--- src/rtl/clk_div_if.sv ---
// Handshake and output bundle for the programmable clock divider.
interface clk_div_if #(
    parameter int DIV_W = 8
);
    logic             en;
    logic             div_req;
    logic [DIV_W-1:0] div_val;
    logic             div_ack;
    logic             div_err;
    logic             div_busy;
    logic [DIV_W-1:0] cur_div;
    logic             tick;
    logic             clk_out;

    modport master (
        output en, div_req, div_val,
        input  div_ack, div_err, div_busy, cur_div, tick, clk_out
    );

    modport slave (
        input  en, div_req, div_val,
        output div_ack, div_err, div_busy, cur_div, tick, clk_out
    );
endinterface

--- src/rtl/clk_div_sched.sv ---
// Run-time programmable 50%-duty clock divider; ratio changes land only on a period boundary.
// Outputs registered (clk_out one posedge/negedge deep); one request outstanding, extras ignored while busy.
module clk_div_sched #(
    parameter int DIV_W       = 8,
    parameter int DEFAULT_DIV = 5
) (
    input  logic       clk,
    input  logic       rst,
    clk_div_if.slave   bus
);
    typedef enum logic [1:0] {STOP, RUN, PEND} state_t;

    state_t           state, state_nx;
    logic [DIV_W-1:0] cnt, cnt_nx;
    logic [DIV_W-1:0] cur_div, cur_div_nx;
    logic [DIV_W-1:0] pend_div, pend_div_nx;
    logic             pos_q, pos_nx;
    logic             neg_q;
    logic             ack_q, ack_nx;
    logic             err_q, err_nx;
    logic             busy_q, busy_nx;
    logic             tick_q, tick_nx;
    logic             wrap;
    logic             accept;
    logic             run_nx;
    logic [DIV_W:0]   half_nx;

    assign wrap = (cnt == cur_div - DIV_W'(1));

    always_comb begin
        state_nx    = state;
        cnt_nx      = cnt;
        cur_div_nx  = cur_div;
        pend_div_nx = pend_div;
        busy_nx     = busy_q;
        ack_nx      = 1'b0;
        err_nx      = 1'b0;
        accept      = 1'b0;

        if (bus.div_req && !busy_q) begin
            if (bus.div_val > DIV_W'(1)) begin
                accept      = 1'b1;
                pend_div_nx = bus.div_val;
                busy_nx     = 1'b1;
            end else begin
                err_nx = 1'b1;
            end
        end

        case (state)
            STOP: begin
                cnt_nx = '0;
                // Stopped: nothing to protect, so a pending ratio lands at once.
                if (busy_q) begin
                    cur_div_nx = pend_div;
                    ack_nx     = 1'b1;
                    busy_nx    = 1'b0;
                end
                if (bus.en) state_nx = accept ? PEND : RUN;
            end
            RUN: begin
                cnt_nx = wrap ? '0 : cnt + 1'b1;
                if (wrap && !bus.en) state_nx = STOP;
                else if (accept)     state_nx = PEND;
            end
            PEND: begin
                cnt_nx = wrap ? '0 : cnt + 1'b1;
                if (wrap) begin
                    cur_div_nx = pend_div;
                    ack_nx     = 1'b1;
                    busy_nx    = 1'b0;
                    state_nx   = bus.en ? RUN : STOP;
                end
            end
            default: state_nx = STOP;
        endcase

        // High phase covers the first ceil(N/2) counts; the negedge copy trims odd N by half a cycle.
        run_nx  = (state_nx != STOP);
        half_nx = ({1'b0, cur_div_nx} + 1'b1) >> 1;
        tick_nx = run_nx && (cnt_nx == '0);
        pos_nx  = run_nx && ({1'b0, cnt_nx} < half_nx);
    end

    always_ff @(posedge clk or posedge rst) begin
        if (rst) begin
            state    <= STOP;
            cnt      <= '0;
            cur_div  <= DIV_W'(DEFAULT_DIV);
            pend_div <= '0;
            pos_q    <= 1'b0;
            ack_q    <= 1'b0;
            err_q    <= 1'b0;
            busy_q   <= 1'b0;
            tick_q   <= 1'b0;
        end else begin
            state    <= state_nx;
            cnt      <= cnt_nx;
            cur_div  <= cur_div_nx;
            pend_div <= pend_div_nx;
            pos_q    <= pos_nx;
            ack_q    <= ack_nx;
            err_q    <= err_nx;
            busy_q   <= busy_nx;
            tick_q   <= tick_nx;
        end
    end

    always_ff @(negedge clk or posedge rst) begin
        if (rst) neg_q <= 1'b0;
        else     neg_q <= pos_q;
    end

    assign bus.clk_out  = cur_div[0] ? (pos_q & neg_q) : pos_q;
    assign bus.div_ack  = ack_q;
    assign bus.div_err  = err_q;
    assign bus.div_busy = busy_q;
    assign bus.cur_div  = cur_div;
    assign bus.tick     = tick_q;
endmodule
--- src/flat_wrapper.sv ---
// flat-port wrapper written by rule: the top's interface ports become plain ports
module clk_div_sched_flat 
#(
    parameter int DIV_W       = 8,
    parameter int DEFAULT_DIV = 5
)
  (clk, rst, bus_en, bus_div_req, bus_div_val, bus_div_ack, bus_div_err, bus_div_busy, bus_cur_div, bus_tick, bus_clk_out);
  clk_div_if #(.DIV_W(DIV_W)) bus_i ();
  input  logic clk;
  input  logic rst;
  input wire logic [$bits(bus_i.en)-1:0] bus_en;
  input wire logic [$bits(bus_i.div_req)-1:0] bus_div_req;
  input wire logic [$bits(bus_i.div_val)-1:0] bus_div_val;
  output wire logic [$bits(bus_i.div_ack)-1:0] bus_div_ack;
  output wire logic [$bits(bus_i.div_err)-1:0] bus_div_err;
  output wire logic [$bits(bus_i.div_busy)-1:0] bus_div_busy;
  output wire logic [$bits(bus_i.cur_div)-1:0] bus_cur_div;
  output wire logic [$bits(bus_i.tick)-1:0] bus_tick;
  output wire logic [$bits(bus_i.clk_out)-1:0] bus_clk_out;
  assign bus_i.en = bus_en;
  assign bus_i.div_req = bus_div_req;
  assign bus_i.div_val = bus_div_val;
  assign bus_div_ack = bus_i.div_ack;
  assign bus_div_err = bus_i.div_err;
  assign bus_div_busy = bus_i.div_busy;
  assign bus_cur_div = bus_i.cur_div;
  assign bus_tick = bus_i.tick;
  assign bus_clk_out = bus_i.clk_out;
  clk_div_sched #(.DIV_W(DIV_W), .DEFAULT_DIV(DEFAULT_DIV)) u_core (.clk(clk), .rst(rst), .bus(bus_i));
endmodule
--- config.mk ---
export PLATFORM = sky130hd
export DESIGN_NAME = clk_div_sched_flat
export DESIGN_NICKNAME = d
export VERILOG_FILES = /design/src/rtl/clk_div_if.sv /design/src/rtl/clk_div_sched.sv /design/src/flat_wrapper.sv
export SDC_FILE = /design/constraint.sdc
export NUM_CORES = 1
export LEC_CHECK = 0
export ABC_AREA = 0
export BUFFER_PORTS_ARGS = -buffer_cell sky130_fd_sc_hd__buf_2
export CAP_MARGIN = 20
export CORE_MARGIN = 2
export CORE_UTILIZATION = 50
export CTS_CLUSTER_SIZE = 8
export DETAILED_ROUTE_END_ITERATION = 8
export PLACE_DENSITY = 0.75
export SLEW_MARGIN = 20
export SYNTH_ARGS = -nofsm -noshare
export SYNTH_HDL_FRONTEND = slang
export SYNTH_SLANG_ARGS = --single-unit
--- constraint.sdc ---
create_clock -name clk -period 6.5 [get_ports clk]
set_clock_uncertainty 0.1 [all_clocks]
set_input_delay 0.65 -clock clk [delete_from_list [all_inputs] [get_ports clk]]
set_output_delay 0.65 -clock clk [all_outputs]
set_load 0.01 [all_outputs]
==> results.md <==
* Status: completed
* Final non-filler cell total at 329
* Post-cts resize count at 0
* Startpoint types: flop
* Global placement routability congestion at 0.8116
* DP HPWL at 3976 um
* Clock-pin slew on the worst setup and hold paths at 0.07 ns
* Final setup violation count at 0
* FF-to-FF End: u_core.pos_q
* Prevailing post-synth register cell: dfrtp_1
* Routed wl met2 at 2468 um
* CP max FO at 1
* Slew @ Worst Pin at 0.7500 ns
* Avg Synthesized Cell Area at 9.094 um2
* Site row count at 24
* R2R setup slack at 1.87 ns
* Max-slew violations at 0
* Max-cap violations at 0
* FILL cells at 382
* CTS Hold Bufs at 0
* Worst EP arrival at 4.16 ns
* Clk_lat worst skew at 0.29 ns
* Die ar. at 5237 um2
* Top-count cell post-synth: dfrtp_1
* Global route total overflow at 0
* Pin count of the biggest net entering global routing at 33
* Diode count at 0
* Layout cell share with drive strength beyond 1 at 0.1913
* Initial antenna violation count at 0
* Net count after synthesis at 283
* Largest stage delay, worst path at 0.33 ns
* I/O pins at 25
* Final Hold Fails at 0
* Post-CTS Setup Repair Bufs at 0
* Final Util at 0.5782
* CTS root buffer: clkbuf_8
* Starting Density at 0.5295
* Hold crit path type: in2async
* RSZ-0062 raised after global routing: false
* Sink Count at 32
* Max layer used: met4
* Most instantiated cells after synthesis: 29 x dfrtp_1, 22 x nand2_1, 20 x a21oi_1
* Kind of critical path: reg2out
* Largest delay share family, worst path: flip-flops
* Vias at 1945
* TritonCTS Buffers at 5
* Placement Cell Area at 2462 um2
* IO Port Bufs at 24
* Lkg Pwr at 1.150 nW
* Post-synth top area share at 0.3105
* Drt pass-1 iters at 4
* Syn Std Cell Area at 2337 um2
* Pwr Density at 544.7 nW/um2
* Initial DRC Count at 156
* WL met3 at 235 um
* R2r startpoint: u_core.bus.cur_div[0]
* Flop and latch count out of synthesis at 32
* DRC viols at 0
* Crit path cell chain: o21a_1 -> buf_2
* Setup_tns at 0 ns
* Core Area at 4414 um2
* Die span in x at 72.37 um
* Slowest cell on crit path: dfrtn_1
* Routed length per instance at 16.00 um
* Design area at 2552 um2
* WP buf/inv at 1
* Nets at 302
* Via density per instance at 5.912
* Vias in the first global route at 1859
* YS warnings at 0
* Synth top area cells: dfrtp_1 31%, ha_1 7.5%, a21oi_1 4.3%
* M1 WL at 2478 um
* Die H at 72.37 um
* Clock Tree Buf Depth at 2
* Number of synthesized flops with an enable pin at 0
* Area growth syn-to-layout at 9.208%
* Drt total wl at 5264 um
* Dpl cells at 321
* R2R depth at 19
* Worst path required time at 5.75 ns
* Largest area contributor in the netlist: dfrtp_1
* Total GRT Usage at 0.2181
* Post-synth ARST share at 1.000
* Post-synthesis cell count at 257
* H-tree depth at 2
* Crit. End Element: output port
* Slew HR at 0.5000
* Synth cell types at 57
* Final ANT Viol Nets at 0
* First-pass GRT wire length at 8956 um
* Maximum VDD drop at 0.2708 mV
* Sequential area share after synthesis at 0.3437
* CTS tree: built
-- cell type report --
type                    instances  area [um2]  share of cell area
multi-input cells             197        1410              0.5524
inverters                      15       56.30             0.02206
well taps                      52       65.06             0.02549
clock buffers                   8       90.09             0.03529
repair buffers                 25       127.6             0.05000
flip-flops and latches         32       803.3              0.3147
-- worst max-delay path by stage --
stage / startpoint / endpoint / slack [ns] / depth (start not counted)
finish: u_core.neg_q / bus_clk_out / 1.59 / 2
global route: u_core.neg_q / bus_clk_out / 1.57 / 2
CTS: u_core.neg_q / bus_clk_out / 1.59 / 2
detailed placement: u_core.neg_q / bus_clk_out / 1.90 / 2
global placement: u_core.neg_q / bus_clk_out / 1.91 / 2
floorplan: rst / u_core.neg_q / 1.90 / 1
-- per-layer routing --
metal,GRT usage,up-vias
met4,0.07613,0
met1,0.2957,923
met3,0.04028,8
met2,0.3507,44
met5,0,-
li1,-,970
-- metrics by stage --
stage | hold WS (ns) | power (W) | setup WS [ns]
final | 0.3366 | 0.001390 | 1.591
after global routing | 0.4083 | 0.001507 | 1.575
after CTS | 0.3523 | 0.001393 | 1.587
after detailed placement | 0.4339 | 0.001226 | 1.901
after global placement | 0.4252 | 0.001208 | 1.914
after floorplan | 0.4024 | 0.001046 | 1.900
-- worst reg2reg max path, stage by stage, from the launching register on --
cell	delay, ns
dfstp_2	0.63
inv_1	0.10
ha_1	0.30
nor2b_1	0.17
or3_1	0.35
a31oi_1	0.21
nand3_1	0.19
nor3_4	0.35
a221o_1	0.27
ha_1	0.16
inv_1	0.06
a211oi_2	0.19
and2_1	0.20
nand3_1	0.09
ha_1	0.33
and4_1	0.21
nand2_1	0.07
a21oi_1	0.04
o21a_1	0.13
a2111oi_0	0.36
-- kinds of logic (layout without fill, tap and decap cells) --
| group | count (synthesis) | after routing | share of synthesized area |
|---|---|---|---|
| simple gates | 83 | 83 | 0.2040 |
| flops | 32 | 32 | 0.3437 |
| mux | 12 | 12 | 0.05514 |
| buf+inv | 28 | 48 | 0.05299 |
| fa+ha+maj | 14 | 14 | 0.07495 |
| xor+xnor | 15 | 15 | 0.05621 |
| compound gates | 73 | 73 | 0.2131 |
-- flip-flops by register name, indices dropped and copies added, names as in the netlist --
| name | count |
|---|---|
| u_core.cnt | 8 |
| u_core.pos_q | 1 |
| u_core.bus.div_ack | 1 |
| u_core.bus.div_busy | 1 |
| u_core.bus.cur_div | 8 |
| u_core.bus.div_err | 1 |
| u_core.bus.tick | 1 |
| u_core.state | 2 |
| u_core.pend_div | 8 |
| u_core.neg_q | 1 |
-- power breakdown --
part,leakage (nW),total [W],switching [W],internal [W]
Combinational,0.705,0.000829,0.000466,0.000362
Sequential,0.399,0.000402,0.000116,0.000286
Clock,0.0455,0.000159,0.0000732,0.0000863
Total,1.15,0.00139,0.000655,0.000735
-- cells in the final DEF (no fill, tap or decap), types with 4 or more instances in the layout --
master     n
clkbuf_8   6
o21ai_0   18
buf_2     24
xnor2_1   11
mux2i_1    5
nor2b_1    6
nor3_1     6
mux2_2     7
xor2_1     4
nand2_1   22
ha_1      14
a21oi_1   20
and2_1     4
dfrtp_1   29
a22o_1     5
inv_1     15
nand3_1    6
nor2_1    13
Power figures use the tool's default switching activity.
